[config.mk]
export PLATFORM = sky130hd
export DESIGN_NAME = fb_swap_controller
export DESIGN_NICKNAME = d
export VERILOG_FILES = /design/src/rtl/fb_swap_controller.sv
export SDC_FILE = /design/constraint.sdc
export NUM_CORES = 1
export LEC_CHECK = 0
export BUFFER_PORTS_ARGS = -buffer_cell sky130_fd_sc_hd__buf_4
export CAP_MARGIN = 40
export CORE_UTILIZATION = 53
export DETAILED_ROUTE_END_ITERATION = 8
export PLACE_DENSITY = 0.8
export RECOVER_POWER = 50
export SYNTH_ARGS = -nofsm -noshare
export SYNTH_HDL_FRONTEND = slang
export SYNTH_SLANG_ARGS = --single-unit
[constraint.sdc]
create_clock -name Clk -period 1.99 [get_ports Clk]
set_input_delay 0.0995 -clock Clk [delete_from_list [all_inputs] [get_ports Clk]]
set_output_delay 0.0995 -clock Clk [all_outputs]
set_load 0.05 [all_outputs]
[src/rtl/fb_swap_controller.sv]
// Double-buffer sequencer: clears the back page, gates renderer writes into it,
// swaps pages on vblank and counts display frames repeated because the renderer ran late.
module fb_swap_controller #(
    parameter int                 FB_W        = 320,
    parameter int                 FB_H        = 240,
    parameter int                 COLOR_W     = 8,
    parameter logic [COLOR_W-1:0] CLEAR_COLOR = {COLOR_W{1'b0}}
) (
    input  logic               Clk,
    input  logic               Reset,
    input  logic               new_frame,
    input  logic               clear_en,
    input  logic [8:0]         render_x,
    input  logic [7:0]         render_y,
    input  logic [COLOR_W-1:0] render_color,
    input  logic               render_we,
    input  logic               render_done,
    output logic               render_start,
    output logic               render_ack,
    output logic [8:0]         fb_x,
    output logic [7:0]         fb_y,
    output logic [COLOR_W-1:0] fb_color,
    output logic               fb_we,
    output logic               write_page,
    output logic               disp_page,
    output logic [7:0]         drop_count
);

    typedef enum logic [1:0] {
        ST_CLEAR     = 2'd0,
        ST_START     = 2'd1,
        ST_RENDER    = 2'd2,
        ST_WAIT_SWAP = 2'd3
    } state_t;

    localparam logic [8:0] X_LAST = 9'(FB_W - 1);
    localparam logic [7:0] Y_LAST = 8'(FB_H - 1);

    state_t             state_r, state_s;
    logic [8:0]         cx_r, cx_s;
    logic [7:0]         cy_r, cy_s;
    logic [8:0]         fb_x_r, fb_x_s;
    logic [7:0]         fb_y_r, fb_y_s;
    logic [COLOR_W-1:0] fb_color_r, fb_color_s;
    logic               fb_we_r, fb_we_s;
    logic               disp_page_r, disp_page_s;
    logic [7:0]         drop_r, drop_s;
    logic               start_r, start_s;
    logic               ack_r, ack_s;
    logic               in_range_s;

    // State and output registers
    always_ff @(posedge Clk or posedge Reset) begin
        if (Reset) begin
            state_r     <= ST_CLEAR;
            cx_r        <= 9'd0;
            cy_r        <= 8'd0;
            fb_x_r      <= 9'd0;
            fb_y_r      <= 8'd0;
            fb_color_r  <= {COLOR_W{1'b0}};
            fb_we_r     <= 1'b0;
            disp_page_r <= 1'b0;
            drop_r      <= 8'd0;
            start_r     <= 1'b0;
            ack_r       <= 1'b0;
        end else begin
            state_r     <= state_s;
            cx_r        <= cx_s;
            cy_r        <= cy_s;
            fb_x_r      <= fb_x_s;
            fb_y_r      <= fb_y_s;
            fb_color_r  <= fb_color_s;
            fb_we_r     <= fb_we_s;
            disp_page_r <= disp_page_s;
            drop_r      <= drop_s;
            start_r     <= start_s;
            ack_r       <= ack_s;
        end
    end

    // Next-state, clear scan, write gating, swap and drop counting
    always_comb begin
        state_s     = state_r;
        cx_s        = cx_r;
        cy_s        = cy_r;
        fb_x_s      = fb_x_r;
        fb_y_s      = fb_y_r;
        fb_color_s  = fb_color_r;
        fb_we_s     = 1'b0;
        disp_page_s = disp_page_r;
        ack_s       = 1'b0;
        in_range_s  = ({1'b0, render_x} < 10'(FB_W)) && ({1'b0, render_y} < 9'(FB_H));

        case (state_r)
            ST_CLEAR: begin
                // clear_en is only consulted at the top of the scan so a running clear completes
                if (!clear_en && (cx_r == 9'd0) && (cy_r == 8'd0)) begin
                    state_s = ST_START;
                end else begin
                    fb_we_s    = 1'b1;
                    fb_x_s     = cx_r;
                    fb_y_s     = cy_r;
                    fb_color_s = CLEAR_COLOR;
                    if (cx_r == X_LAST) begin
                        cx_s = 9'd0;
                        if (cy_r == Y_LAST) begin
                            cy_s    = 8'd0;
                            state_s = ST_START;
                        end else begin
                            cy_s = cy_r + 8'd1;
                        end
                    end else begin
                        cx_s = cx_r + 9'd1;
                    end
                end
            end
            ST_START: begin
                state_s = ST_RENDER;
            end
            ST_RENDER: begin
                fb_x_s     = render_x;
                fb_y_s     = render_y;
                fb_color_s = render_color;
                fb_we_s    = render_we && in_range_s;
                if (render_done) begin
                    state_s = ST_WAIT_SWAP;
                end else begin
                    state_s = ST_RENDER;
                end
            end
            ST_WAIT_SWAP: begin
                if (new_frame) begin
                    disp_page_s = ~disp_page_r;
                    ack_s       = 1'b1;
                    state_s     = ST_CLEAR;
                end else begin
                    state_s = ST_WAIT_SWAP;
                end
            end
            default: begin
                state_s = ST_CLEAR;
                cx_s    = 9'd0;
                cy_s    = 8'd0;
            end
        endcase

        // render_start is high for exactly the single cycle spent in START
        start_s = (state_s == ST_START);

        if (new_frame && (state_r != ST_WAIT_SWAP) && (drop_r != 8'hFF)) begin
            drop_s = drop_r + 8'd1;
        end else begin
            drop_s = drop_r;
        end
    end

    assign fb_x         = fb_x_r;
    assign fb_y         = fb_y_r;
    assign fb_color     = fb_color_r;
    assign fb_we        = fb_we_r;
    assign disp_page    = disp_page_r;
    assign write_page   = ~disp_page_r;
    assign drop_count   = drop_r;
    assign render_start = start_r;
    assign render_ack   = ack_r;

endmodule

==> metrics.md, run 1 <==
| Metric | Value |
|---|---|
| Drt drc | 0 |
| Flops & latches, synth | 56 |
| Instance count of the mapped netlist | 245 |
| Unrepaired setup endpoints after global routing | false |
| Final design area excluding fillers | 0.00338 mm^2 |
| CTS Buffer Depth | 2 |
| Max VDD drop | 0.00113 V |
| Routed WL | 6410 um |
| Worst slack after detailed placement | 69.3 ps |
| Aggregate global routing overflow | 0 |
| Full die area | 0.00544 mm^2 |
| Worst-path cell chain | clkbuf_1, nor2b_1, a22oi_1, o311ai_1 |
| Worst path bufs/invs | 1 |
| Number of placed I/O pins | 69 |
| Clock network fraction of design power | 0.120 |
| Area Growth Syn to Fin | 23.8% |
| Num CTS Buffers | 5 |
| Clock skew | 8.96 ps |
| Initial antenna violation count | 0 |
| Post-Syn Area per Cell | 11.1 um^2 |
| Share of the cycle needed by the critical path after routing | 0.918 |
| Global-route wire length before repair | 10,400 um |
| Effective utilization at floorplan | 0.563 |
| Width of the chip | 73.7 um |
| Top achievable clock speed | 547 MHz |
| Hold Vio Cnt, Final | 0 |
| Kind of cell adding the most delay to the critical path | simple AND/OR/NAND/NOR gates |
| Sort of element at the start of the critical path | flop |
| Clk pin slew, worst setup/hold paths | 100 ps |
| Net count of the mapped netlist | 281 |
| Tightest Hold Check Type | input port to flop |
| Kind of end point of the critical path | flop |
| Count of TritonRoute iterations in the first routing pass | 4 |
| Seq/Total Area, Yosys | 0.514 |
| Critical path's slowest cell | sky130_fd_sc_hd__nor2b_1 |
| Placed cell area | 0.00336 mm^2 |
| Predominant post-synthesis flop cell | sky130_fd_sc_hd__dfrtp_1 |
| Number of violations of the max-capacitance limit | 0 |
| Cell chosen for the clock root | sky130_fd_sc_hd__clkbuf_8 |
| Final setup violation count | 0 |
| Post-layout total power | 5260 uW |
| Netlist Area Pre-Place | 0.00273 mm^2 |
| Largest fanout on the critical path | 13 |
| Share of async-settable or async-resettable flops after synthesis | 1.00 |
| Final worst setup slack | 163 ps |
| Share of power burned in registers | 0.348 |
| Placed insts | 382 |
| Switching share of total power | 0.512 |
| Critical Path Max Stage Delay | 720 ps |
| Design internal power | 2560 uW |
| Slew at the pin closest to its max-slew limit | 1350 ps |
| Total negative slack for setup checks | 0 ps |
| Clock tree from TritonCTS | built |
| Worst Path Class, Setup | flop to flop |
| Site Rows | 25 |
| Number of distinct library cell variants in the gate-level netlist after synthesis | 46 |
| Vias per Instance | 5.72 |
| Floorplan Core Area | 0.00485 mm^2 |
| Average routed wire per standard cell | 16.2 um |
| Remaining antenna violation count | 0 |
| Final HPWL DP | 4500 um |
| Largest net degree at the start of global routing | 57 |
| Run status | completed |
| Post-synth EDFFs | 0 |
| Total number of clock tree sinks | 56 |
| H-Tree Depth | 2 |
| Count of nets after finishing | 364 |
| Count of buffers from port buffering | 68 |
| Reported net switching power | 2690 uW |
| Number of non-filler instances in the completed layout | 396 |
| Fin crit period | 1830 ps |
| Max-slew violation count | 0 |
| Worst skew pair latency | 320 ps |
| Total power density per cell area | 1560 mW/mm^2 |
| Portion of total power attributed to combinational logic | 0.532 |
| Worst slew slack as a fraction of its limit | 0.0996 |
| Height of the die | 73.7 um |
| Worst EP required | 2210 ps |
| Via total after detailed routing | 2,264 |
| DRC violation total after the first TritonRoute iteration | 156 |
| Count of warnings emitted by yosys | 0 |
| Total routing usage reported by global routing | 0.256 |
| Final weighted congestion in routability-driven placement | 0.840 |
| Static leakage power | 0.00156 uW |
| Vias in the first global route | 2,167 |
| Worst EP arrival | 2050 ps |
| Final antenna diode count | 0 |
| Fraction of layout cells with a size suffix above 1 | 0.201 |
==> final cells by class <==
class	count	area [um^2]
clock buffer	6	72.6
clock inverter	2	13.8
fill	416	1470
inverter	13	48.8
multi-input combinational	163	1220
sequential	56	1400
tap	67	83.8
timing repair buffer	89	537
==> routing by layer <==
metal / GRT usage / share of wire
met1: 0.360 / 0.45
met5: 0 / 0
met2: 0.386 / 0.48
met3: 0.0494 / 0.045
met4: 0.113 / 0.020
==> power by group through the flow <==
stage / registers [uW] / clock network (uW) / logic, uW
after detailed placement: 1850 / 0 / 3050
after CTS: 1830 / 650 / 3070
after floorplan: 2930 / 0 / 1020
after global routing: 1880 / 685 / 2970
after global placement: 1840 / 0 / 3000
final: 1830 / 630 / 2800
==> sequential cells by signal, summed over array words and instances, names as in the netlist <==
signal        cells
render_ack        1
render_start      1
drop_count        8
state_r           2
fb_y              8
cy_r              8
fb_color          8
fb_we             1
fb_x              9
disp_page         1
cx_r              9
==> path summary, 6_finish.rpt <==
| kind | depth (start not counted) | startpoint | end | slack [ps] |
|---|---|---|---|---|
| hold / removal | 3 | render_y[1] | fb_y[1] | 10 |
| max in group asynchronous | 4 | Reset | cy_r[4] | 380 |
| setup reg to reg | 4 | state_r[0] | fb_x[1] | 160 |
| hold reg to reg | 1 | fb_y[2] | fb_y[2] | 490 |
| min in group asynchronous | 4 | Reset | disp_page | 800 |
| setup / recovery | 4 | state_r[0] | fb_x[1] | 160 |
==> logic make-up (layout without fill, tap and decap cells) <==
kind of cell,count (synthesis),count (layout),share of synthesized area
buffers and inverters,26,110,0.0440
adder cells (fa/ha/maj),5,5,0.0229
AND/OR/NAND/NOR,76,76,0.171
AO/OA/AOI/OAI,54,54,0.150
multiplexers,16,16,0.0596
XOR/XNOR,12,12,0.0385
flip-flops,56,56,0.514
==> worst reg2reg max path: stages (launching register included) <==
cell	delay [ps]
sky130_fd_sc_hd__dfrtp_1	380
sky130_fd_sc_hd__clkbuf_1	300
sky130_fd_sc_hd__nor2b_1	720
sky130_fd_sc_hd__a22oi_1	200
sky130_fd_sc_hd__o311ai_1	130
==> cells in the mapped netlist, types with 2 or more instances <==
cell / count / share of area
sky130_fd_sc_hd__dfrtp_1: 56 / 0.51
sky130_fd_sc_hd__nand2_1: 16 / 0.022
sky130_fd_sc_hd__mux2i_1: 14 / 0.051
sky130_fd_sc_hd__inv_1: 13 / 0.018
sky130_fd_sc_hd__o2bb2ai_1: 13 / 0.042
sky130_fd_sc_hd__nand3_1: 12 / 0.022
sky130_fd_sc_hd__o21ai_0: 11 / 0.020
sky130_fd_sc_hd__nand4_1: 10 / 0.023
sky130_fd_sc_hd__xnor2_1: 10 / 0.032
sky130_fd_sc_hd__a22o_1: 8 / 0.026
sky130_fd_sc_hd__clkbuf_1: 6 / 0.0083
sky130_fd_sc_hd__a22oi_1: 5 / 0.014
sky130_fd_sc_hd__ha_1: 5 / 0.023
sky130_fd_sc_hd__nor3_1: 5 / 0.0092
sky130_fd_sc_hd__a21o_1: 4 / 0.011
sky130_fd_sc_hd__and3_1: 4 / 0.0092
sky130_fd_sc_hd__nor2_1: 4 / 0.0055
sky130_fd_sc_hd__o311ai_1: 4 / 0.013
sky130_fd_sc_hd__a21oi_1: 3 / 0.0055
sky130_fd_sc_hd__buf_2: 3 / 0.0055
sky130_fd_sc_hd__buf_4: 3 / 0.0083
sky130_fd_sc_hd__nor4b_1: 3 / 0.0096
sky130_fd_sc_hd__or3_1: 3 / 0.0069
sky130_fd_sc_hd__and2_1: 2 / 0.0046
sky130_fd_sc_hd__and4_1: 2 / 0.0064
sky130_fd_sc_hd__mux2_2: 2 / 0.0083
sky130_fd_sc_hd__nand2b_1: 2 / 0.0046
sky130_fd_sc_hd__nand3b_1: 2 / 0.0055
sky130_fd_sc_hd__nor4_1: 2 / 0.0046
sky130_fd_sc_hd__xor2_1: 2 / 0.0064
==> layout by cell type, fill, tap and decap left out, types with 2 or more instances in the layout <==
master                          Yosys  final
sky130_fd_sc_hd__buf_4              3     46
sky130_fd_sc_hd__nor2_1             4      4
sky130_fd_sc_hd__clkbuf_8           0      5
sky130_fd_sc_hd__xnor2_1           10     10
sky130_fd_sc_hd__nand3b_1           2      2
sky130_fd_sc_hd__clkbuf_1           6     38
sky130_fd_sc_hd__o311ai_1           4      4
sky130_fd_sc_hd__and4_1             2      2
sky130_fd_sc_hd__nand3_1           12     12
sky130_fd_sc_hd__xor2_1             2      2
sky130_fd_sc_hd__o21ai_0           11     11
sky130_fd_sc_hd__nand4_1           10     10
sky130_fd_sc_hd__ha_1               5      5
sky130_fd_sc_hd__mux2i_1           14     14
sky130_fd_sc_hd__and2_1             2      2
sky130_fd_sc_hd__a22o_1             8      8
sky130_fd_sc_hd__nor4_1             2      2
sky130_fd_sc_hd__a21oi_1            3      3
sky130_fd_sc_hd__a21o_1             4      4
sky130_fd_sc_hd__inv_1             13     13
sky130_fd_sc_hd__nor3_1             5      5
sky130_fd_sc_hd__or3_1              3      3
sky130_fd_sc_hd__dfrtp_1           56     56
sky130_fd_sc_hd__o2bb2ai_1         13     13
sky130_fd_sc_hd__nand2_1           16     16
sky130_fd_sc_hd__nor4b_2            0      2
sky130_fd_sc_hd__nand2b_1           2      2
sky130_fd_sc_hd__and3_1             4      4
sky130_fd_sc_hd__dlygate4sd3_1      0      4
sky130_fd_sc_hd__mux2_2             2      2
sky130_fd_sc_hd__a22oi_1            5      5
==> stage by stage <==
| step | hold slack [ps] | util |
|---|---|---|
| floorplan | 239 | - |
| detailed placement | 328 | 0.694 |
| finish | 13.4 | 0.696 |
| global placement | 324 | 0.694 |
| global route | 6.87 | 0.696 |
| CTS | 7.12 | 0.720 |
==> repair_timing <==
| action | in CTS | in global routing |
|---|---|---|
| hold endpoints to repair | 36 | 0 |
| hold buffers | 4 | 0 |
| setup endpoints to repair | 0 | 30 |
| resized for setup | 0 | 2 |
| buffers inserted | 0 | 2 |
(Power assumes the default switching activity.)
==> run 2: changes to the inputs <==
--- a/config.mk
+++ b/config.mk
@@ -5,10 +5,12 @@
 export SDC_FILE = /design/constraint.sdc
 export NUM_CORES = 1
 export LEC_CHECK = 0
+export ABC_AREA = 1
 export BUFFER_PORTS_ARGS = -buffer_cell sky130_fd_sc_hd__buf_4
 export CAP_MARGIN = 40
-export CORE_UTILIZATION = 53
+export CORE_UTILIZATION = 54
 export DETAILED_ROUTE_END_ITERATION = 8
+export MAX_ROUTING_LAYER = met4
 export PLACE_DENSITY = 0.8
 export RECOVER_POWER = 50
 export SYNTH_ARGS = -nofsm -noshare
==> run 2 against run 1 <==
Against the previous run:
- clock power is 22% higher
- non-clock buffer count is 6 lower
- final cell count is 38% higher
- register-to-register slack better by 110 ps
- highest routed layer unchanged
- power is 2.0% higher
- synthesized cell count is 62% higher
- clock-buffer cell count stayed put
- first-iteration DRC count is 15% higher
- via count is 22% higher
- sequential power is 4% lower
- die area is 7.0% higher
- critical endpoint is now fb_y[2]
- largest power group unchanged
==> metrics.md, run 2 <==
| Metric | Value |
|---|---|
| Run status | completed (unchanged) |
| Total number of clock tree sinks | 56 (unchanged) |
| Kind of cell adding the most delay to the critical path | simple AND/OR/NAND/NOR gates (unchanged) |
| Average routed wire per standard cell | 12.9 um (was 16.2 um) |
| Commonest non-fill, non-tap cells in the layout | 160 x sky130_fd_sc_hd__nand2_1, 56 x sky130_fd_sc_hd__dfrtp_1, 55 x sky130_fd_sc_hd__buf_4 (was 56 x sky130_fd_sc_hd__dfrtp_1, 46 x sky130_fd_sc_hd__buf_4, 38 x sky130_fd_sc_hd__clkbuf_1) |
| Worst skew pair latency | 320 ps (about the same) |
| Count of buffers from port buffering | 68 (unchanged) |
| Initial antenna violation count | 0 (unchanged) |
| Count of warnings emitted by yosys | 0 (unchanged) |
| Share of async-settable or async-resettable flops after synthesis | 1.00 (unchanged) |
| Most used standard cells in the synthesized netlist | 160 x sky130_fd_sc_hd__nand2_1, 56 x sky130_fd_sc_hd__dfrtp_1, 43 x sky130_fd_sc_hd__nand3_1 (was 56 x sky130_fd_sc_hd__dfrtp_1, 16 x sky130_fd_sc_hd__nand2_1, 14 x sky130_fd_sc_hd__mux2i_1) |
| Final antenna diode count | 0 (unchanged) |
| Effective utilization at floorplan | 0.572 (was 0.563) |
| Critical Path Max Stage Delay | 420 ps (was 720 ps) |
| Top post-synthesis cells by area | sky130_fd_sc_hd__dfrtp_1 47%, sky130_fd_sc_hd__nand2_1 20%, sky130_fd_sc_hd__nand3_1 7.2% (was sky130_fd_sc_hd__dfrtp_1 51%, sky130_fd_sc_hd__mux2i_1 5.1%, sky130_fd_sc_hd__o2bb2ai_1 4.2%) |
| Number of violations of the max-capacitance limit | 0 (unchanged) |
| Commonest non-fill, non-tap cell in the layout | sky130_fd_sc_hd__nand2_1 (was sky130_fd_sc_hd__dfrtp_1) |
| Sort of element at the start of the critical path | flop (unchanged) |
| Remaining antenna violation count | 0 (unchanged) |
| Vias per Instance | 5.06 (was 5.72) |
| Post-CTS Hold Fix Bufs | 9 (was 4) |
| Met3 global-route usage | 0.0539 (was 0.0494) |
| Final weighted congestion in routability-driven placement | 0.896 (was 0.840) |
| Tightest Hold Check Type | input port to flop (unchanged) |
| Flop-to-flop setup slack | 270 ps (was 160 ps) |
| Final design area excluding fillers | 0.00367 mm^2 (was 0.00338 mm^2) |
| Crit-path most repeated cell | sky130_fd_sc_hd__nand2_1 |
| Aggregate global routing overflow | 0 (unchanged) |
| Net count of the mapped netlist | 433 (was 281) |
| Kind of end point of the critical path | flop (unchanged) |
| Final setup violation count | 0 (unchanged) |
| Number of distinct library cell variants in the gate-level netlist after synthesis | 23 (was 46) |
| Instance count of the mapped netlist | 397 (was 245) |
| Most used routing layer in global routing | met2 (unchanged) |
| Most common cell in the netlist | sky130_fd_sc_hd__nand2_1 (was sky130_fd_sc_hd__dfrtp_1) |
| Global-route wire length before repair | 12,500 um (was 10,400 um) |
| Largest fanout on the critical path | 21 (was 13) |
| Share of the cycle needed by the critical path after routing | 0.864 (was 0.918) |
| DRC violation total after the first TritonRoute iteration | 179 (was 156) |
| Post-Syn Area per Cell | 7.50 um^2 (was 11.1 um^2) |
| Fill count | 448 (was 416) |
| Static leakage power | 0.00196 uW (was 0.00156 uW) |
| Area Growth Syn to Fin | 23.3% (was 23.8%) |
| Area share of the leading cell type in the synthesized netlist | 0.471 (was 0.514) |
| Routed WL | 7060 um (was 6410 um) |
| Largest net degree at the start of global routing | 57 (unchanged) |
| Worst EP required | 2200 ps (was 2210 ps) |
| Top achievable clock speed | 581 MHz (was 547 MHz) |
| H-Tree Depth | 2 (unchanged) |
| Num CTS Buffers | 5 (unchanged) |
| Cell chosen for the clock root | sky130_fd_sc_hd__clkbuf_8 (unchanged) |
| Worst Path Class, Setup | flop to flop (unchanged) |
| Total routing usage reported by global routing | 0.278 (was 0.256) |
| Final HPWL DP | 5080 um (was 4500 um) |
| Drt drc | 0 (unchanged) |
| Post-synth EDFFs | 0 (unchanged) |
| Via total after detailed routing | 2,756 (was 2,264) |
| Unrepaired setup endpoints after global routing | false (unchanged) |
| Max VDD drop | 0.000967 V (was 0.00113 V) |
| Area leader, netlist | sky130_fd_sc_hd__dfrtp_1 (unchanged) |
| CTS Buffer Depth | 2 (unchanged) |
| Max-slew violation count | 0 (unchanged) |
| Worst path bufs/invs | 2 (was 1) |
| Clock tree from TritonCTS | built (unchanged) |
| Slew at the pin closest to its max-slew limit | 1350 ps (about the same) |
| Critical path's slowest cell | sky130_fd_sc_hd__dfrtp_1 (was sky130_fd_sc_hd__nor2b_1) |
| Worst-path cell chain | inv_1, ha_1, inv_1, nor2_1, nand2_1, nor2_1, nand2_1, nand2_4, nand2_4, nand2_1, nand2_1 (was clkbuf_1, nor2b_1, a22oi_1, o311ai_1) |
| Fraction of layout cells with a size suffix above 1 | 0.162 (was 0.201) |
| Predominant post-synthesis flop cell | sky130_fd_sc_hd__dfrtp_1 (unchanged) |
| Clk pin slew, worst setup/hold paths | 100 ps (about the same) |
| Number of placed I/O pins | 69 (unchanged) |
| Worst slew slack as a fraction of its limit | 0.0992 (was 0.0996) |
| Vias in the first global route | 2,747 (was 2,167) |
| Floorplan Core Area | 0.00520 mm^2 (was 0.00485 mm^2) |
| Site Rows | 26 (was 25) |
| Buffers inserted during post-CTS setup optimization | 0 (unchanged) |
| Count of TritonRoute iterations in the first routing pass | 4 (unchanged) |
| Clock skew | 9.30 ps (was 8.96 ps) |
| Fin crit period | 1720 ps (was 1830 ps) |
| Fraction of met2 tracks used by global routing | 0.452 (was 0.386) |
| Total power density per cell area | 1460 mW/mm^2 (was 1560 mW/mm^2) |
| Area used by multi-input combinational logic | 0.00135 mm^2 (was 0.00122 mm^2) |
| Width of the chip | 76.3 um (was 73.7 um) |
| Seq/Total Area, Yosys | 0.471 (was 0.514) |
| Global routing usage on met1 | 0.350 (was 0.360) |
| Storage element area | 0.00140 mm^2 (unchanged) |
| Height of the die | 76.3 um (was 73.7 um) |
| Hold Vio Cnt, Final | 0 (unchanged) |
| Total negative slack for setup checks | 0 ps (unchanged) |
| Full die area | 0.00582 mm^2 (was 0.00544 mm^2) |
| Netlist Area Pre-Place | 0.00298 mm^2 (was 0.00273 mm^2) |
| Cts repair resizes | 0 (unchanged) |
| Worst EP arrival | 1930 ps (was 2050 ps) |
| Placed cell area | 0.00355 mm^2 (was 0.00336 mm^2) |
| Count of nets after finishing | 510 (was 364) |
| Flops & latches, synth | 56 (unchanged) |
[run 2: worst min-delay path, stage by stage]
cell,delay [ps]
sky130_fd_sc_hd__buf_4,110
sky130_fd_sc_hd__nand3_1,70
sky130_fd_sc_hd__o21ai_0,70
[run 2: layout make-up]
cell class              instances  area share
repair buffers                 83       0.158
multi-input cells             291       0.369
well taps                      70      0.0239
clock buffers                   6      0.0198
clock inverters                 2      0.0106
flip-flops and latches         56       0.382
inverters                      37      0.0378
[run 2: final timing paths]
check | from | end | cells after the start
worst min-delay path | render_we | fb_we | 3
worst max register to register | cx_r[0] | fb_y[2] | 11
worst max-delay path | cx_r[0] | fb_y[2] | 11
min in group asynchronous | Reset | fb_color[6] | 4
max in group asynchronous | Reset | cy_r[5] | 4
worst min register to register | fb_color[4] | fb_color[4] | 2
[run 2: per-stage QoR]
stage	instances	hold slack (ps)	util	setup slack [ps]	power [uW]
after floorplan	397	216	-	278	3920
after global placement	528	186	0.682	324	4650
after detailed placement	528	190	0.682	271	4720
after CTS	545	48.2	0.721	241	5520
after global routing	545	60.0	0.706	31.5	5740
final	545	54.9	0.706	270	5360
[run 2: cells by family (layout without fill, tap and decap cells)]
group                    count (synthesis)  after routing  share of synthesized area
AO/OA/AOI/OAI                           32             32                     0.0546
AND/OR/NAND/NOR                        242            242                      0.344
XOR/XNOR                                12             12                     0.0353
buffers and inverters                   50            128                     0.0748
adder cells (fa/ha/maj)                  5              5                     0.0210
flip-flops                              56             56                      0.471
[run 2: power breakdown]
part           internal (uW)  total [uW]  switching [uW]
clock                    381         767             386
sequential              1480        1750             272
combinational            757        2840            2090
[run 2: per-layer routing]
metal / vias up / wire [um] / share of wire
li1: 1395 / - / -
met1: 1276 / 3140 / 0.44
met2: 75 / 3460 / 0.49
met3: 10 / 340 / 0.048
met4: 0 / 115 / 0.016
met5: - / 0 / 0
==> run 3: changes to the inputs <==
--- a/config.mk
+++ b/config.mk
@@ -8,10 +8,12 @@
 export ABC_AREA = 1
 export BUFFER_PORTS_ARGS = -buffer_cell sky130_fd_sc_hd__buf_4
 export CAP_MARGIN = 40
-export CORE_UTILIZATION = 54
+export CORE_UTILIZATION = 56
+export CTS_BUF_LIST = sky130_fd_sc_hd__clkbuf_8
 export DETAILED_ROUTE_END_ITERATION = 8
+export GPL_ROUTABILITY_DRIVEN = 1
 export MAX_ROUTING_LAYER = met4
-export PLACE_DENSITY = 0.8
+export PLACE_DENSITY = 0.83
 export RECOVER_POWER = 50
 export SYNTH_ARGS = -nofsm -noshare
 export SYNTH_HDL_FRONTEND = slang
==> run 3 against run 2 <==
Against the previous run:
- final cell count shrank 0.18%
- largest power group unchanged
- critical path depth did not move
- via count up 2.0%
- utilization is 0.12 points lower
- clock skew decreased by 2.5 ps
- register-to-register slack got worse by 50 ps
- clock-buffer cell count unchanged
- non-clock buffer count decreased by 1
- critical endpoint is now fb_color[0]
- hold slack improved by 9.0 ps
==> metrics.md, run 3 (synthesis gave the netlist of run 2 again) <==
| Metric | Value |
|---|---|
| Slew at the pin closest to its max-slew limit | 948 ps (was 1350 ps) |
| Count of TritonRoute iterations in the first routing pass | 5 (was 4) |
| Fraction of layout cells with a size suffix above 1 | 0.131 (was 0.162) |
| Unrepaired setup endpoints after global routing | false (unchanged) |
| Cell chosen for the clock root | sky130_fd_sc_hd__clkbuf_8 (unchanged) |
| Worst-path cell chain | inv_1, ha_1, inv_1, nor2_1, nand2_1, nor2_1, nand2_1, nand2_4, buf_4, nand3_1, nand2_1 (was inv_1, ha_1, inv_1, nor2_1, nand2_1, nor2_1, nand2_1, nand2_4, nand2_4, nand2_1, nand2_1) |
| Sort of element at the start of the critical path | flop (unchanged) |
| Average routed wire per standard cell | 13.1 um (was 12.9 um) |
| Worst path bufs/invs | 3 (was 2) |
| Share of the cycle needed by the critical path after routing | 0.889 (was 0.864) |
| Site Rows | 26 (unchanged) |
| Top achievable clock speed | 565 MHz (was 581 MHz) |
| Kind of end point of the critical path | flop (unchanged) |
| Tightest Hold Check Type | input port to flop (unchanged) |
| Worst Path Class, Setup | flop to flop (unchanged) |
| Max VDD drop | 0.000995 V (was 0.000967 V) |
| Kind of cell adding the most delay to the critical path | simple AND/OR/NAND/NOR gates (unchanged) |
| Aggregate global routing overflow | 0 (unchanged) |
| Fin crit period | 1770 ps (was 1720 ps) |
| Final HPWL DP | 5090 um (was 5080 um) |
| Final worst setup slack | 220 ps (was 270 ps) |
| Clock tree from TritonCTS | built (unchanged) |
| Final setup violation count | 0 (unchanged) |
| Width of the chip | 74.9 um (was 76.3 um) |
| Flop-to-flop setup slack | 220 ps (was 270 ps) |
| Number of violations of the max-capacitance limit | 0 (unchanged) |
| Hold Vio Cnt, Final | 0 (unchanged) |
| Final design area excluding fillers | 0.00360 mm^2 (was 0.00367 mm^2) |
| Most used routing layer in global routing | met2 (unchanged) |
| Clock skew | 6.75 ps (was 9.30 ps) |
| Worst EP required | 2240 ps (was 2200 ps) |
| Worst slew slack as a fraction of its limit | 0.367 (was 0.0992) |
| Remaining antenna violation count | 0 (unchanged) |
| Commonest non-fill, non-tap cells in the layout | 160 x sky130_fd_sc_hd__nand2_1, 56 x sky130_fd_sc_hd__dfrtp_1, 43 x sky130_fd_sc_hd__nand3_1 (was 160 x sky130_fd_sc_hd__nand2_1, 56 x sky130_fd_sc_hd__dfrtp_1, 55 x sky130_fd_sc_hd__buf_4) |
| Area Growth Syn to Fin | 20.8% (was 23.3%) |
| Worst skew pair latency | 320 ps (about the same) |
| Worst EP arrival | 2020 ps (was 1930 ps) |
| Total negative slack for setup checks | 0 ps (unchanged) |
| Static leakage power | 0.00189 uW (was 0.00196 uW) |
| Placed cell area | 0.00354 mm^2 (was 0.00355 mm^2) |
| DRC violation total after the first TritonRoute iteration | 222 (was 179) |
| Final weighted congestion in routability-driven placement | 0.928 (was 0.896) |
| Crit-path most repeated cell | sky130_fd_sc_hd__nand2_1 (unchanged) |
| CTS Buffer Depth | 2 (unchanged) |
| Vias per Instance | 5.17 (was 5.06) |
| Commonest non-fill, non-tap cell in the layout | sky130_fd_sc_hd__nand2_1 (unchanged) |
| Drt drc | 0 (unchanged) |
| Full die area | 0.00561 mm^2 (was 0.00582 mm^2) |
| Total number of clock tree sinks | 56 (unchanged) |
| Number of placed I/O pins | 69 (unchanged) |
| Global routing usage on met1 | 0.323 (was 0.350) |
| Global-route wire length before repair | 10,800 um (was 12,500 um) |
| Buffers inserted during post-CTS setup optimization | 0 (unchanged) |
| Floorplan Core Area | 0.00511 mm^2 (was 0.00520 mm^2) |
| Critical path's slowest cell | sky130_fd_sc_hd__dfrtp_1 (unchanged) |
| Count of nets after finishing | 509 (was 510) |
| Run status | completed (unchanged) |
| Count of buffers from port buffering | 68 (unchanged) |
| Initial antenna violation count | 0 (unchanged) |
| Max-slew violation count | 0 (unchanged) |
| Fill count | 469 (was 448) |
| Total routing usage reported by global routing | 0.264 (was 0.278) |
| Fraction of met2 tracks used by global routing | 0.429 (was 0.452) |
| Clk pin slew, worst setup/hold paths | 100 ps (about the same) |
| Via total after detailed routing | 2,812 (was 2,756) |
| Final antenna diode count | 0 (unchanged) |
| Vias in the first global route | 2,465 (was 2,747) |
| Cts repair resizes | 0 (unchanged) |
| Effective utilization at floorplan | 0.583 (was 0.572) |
| Height of the die | 74.9 um (was 76.3 um) |
| Met3 global-route usage | 0.0469 (was 0.0539) |
| Largest fanout on the critical path | 20 (was 21) |
| Hold Worst Slack | 63.9 ps (was 54.9 ps) |
| Largest net degree at the start of global routing | 40 (was 57) |
| Total power density per cell area | 1430 mW/mm^2 (was 1460 mW/mm^2) |
| Num CTS Buffers | 5 (unchanged) |
| Worst slack after detailed placement | 283 ps (was 271 ps) |
| H-Tree Depth | 2 (unchanged) |
| Critical Path Max Stage Delay | 420 ps (about the same) |
| Routed WL | 7120 um (was 7060 um) |
-- run 3: worst register-to-register path, cell delays in order, from the launching register on --
cell                      delay, ps
sky130_fd_sc_hd__dfrtp_1        420
sky130_fd_sc_hd__inv_1          120
sky130_fd_sc_hd__ha_1           160
sky130_fd_sc_hd__inv_1           40
sky130_fd_sc_hd__nor2_1          80
sky130_fd_sc_hd__nand2_1         50
sky130_fd_sc_hd__nor2_1          80
sky130_fd_sc_hd__nand2_1        100
sky130_fd_sc_hd__nand2_4        200
sky130_fd_sc_hd__buf_4          230
sky130_fd_sc_hd__nand3_1        110
sky130_fd_sc_hd__nand2_1        110
-- run 3: final timing paths --
check,from,to,cells past startpoint
hold reg to reg,disp_page,disp_page,1
min in group asynchronous,Reset,fb_color[5],3
max in group asynchronous,Reset,cy_r[7],4
hold / removal,new_frame,state_r[0],4
setup / recovery,cx_r[0],fb_color[0],11
setup reg to reg,cx_r[0],fb_color[0],11
-- run 3: final cells by class --
class | instances | area, um^2 | share of cell area
sequential | 56 | 1400 | 0.390
multi-input combinational | 291 | 1350 | 0.374
timing repair buffer | 82 | 526 | 0.146
inverter | 37 | 139 | 0.0386
tap | 70 | 87.6 | 0.0243
clock buffer | 6 | 82.6 | 0.0230
clock inverter | 2 | 15.0 | 0.00417
-- run 3: repair_timing --
item / CTS / global route
setup endpoints to repair: 0 / 0
hold endpoints to repair: 33 / 0
hold buffers: 9 / 0
-- run 3: per-stage QoR --
stage               power, uW  utilization  cells
finish                   5130        0.704    544
global route             5460        0.704    544
CTS                      5350        0.730    544
detailed placement       4680        0.694    527
global placement         4620        0.694    527
floorplan                3920            -    397
-- run 3: layer usage --
| metal | wire length, um | up-vias |
|---|---|---|
| li1 | - | 1391 |
| met2 | 3500 | 105 |
| met1 | 3010 | 1292 |
| met3 | 394 | 24 |
| met5 | 0 | - |
| met4 | 216 | 0 |
-- run 3: report_power, final --
group	total, uW	switching (uW)	internal, uW	leakage [uW]
registers	1740	261	1480	0.000728
logic	2720	2080	641	0.00112
clock network	673	390	283	0.0000434
total	5130	2730	2400	0.00189
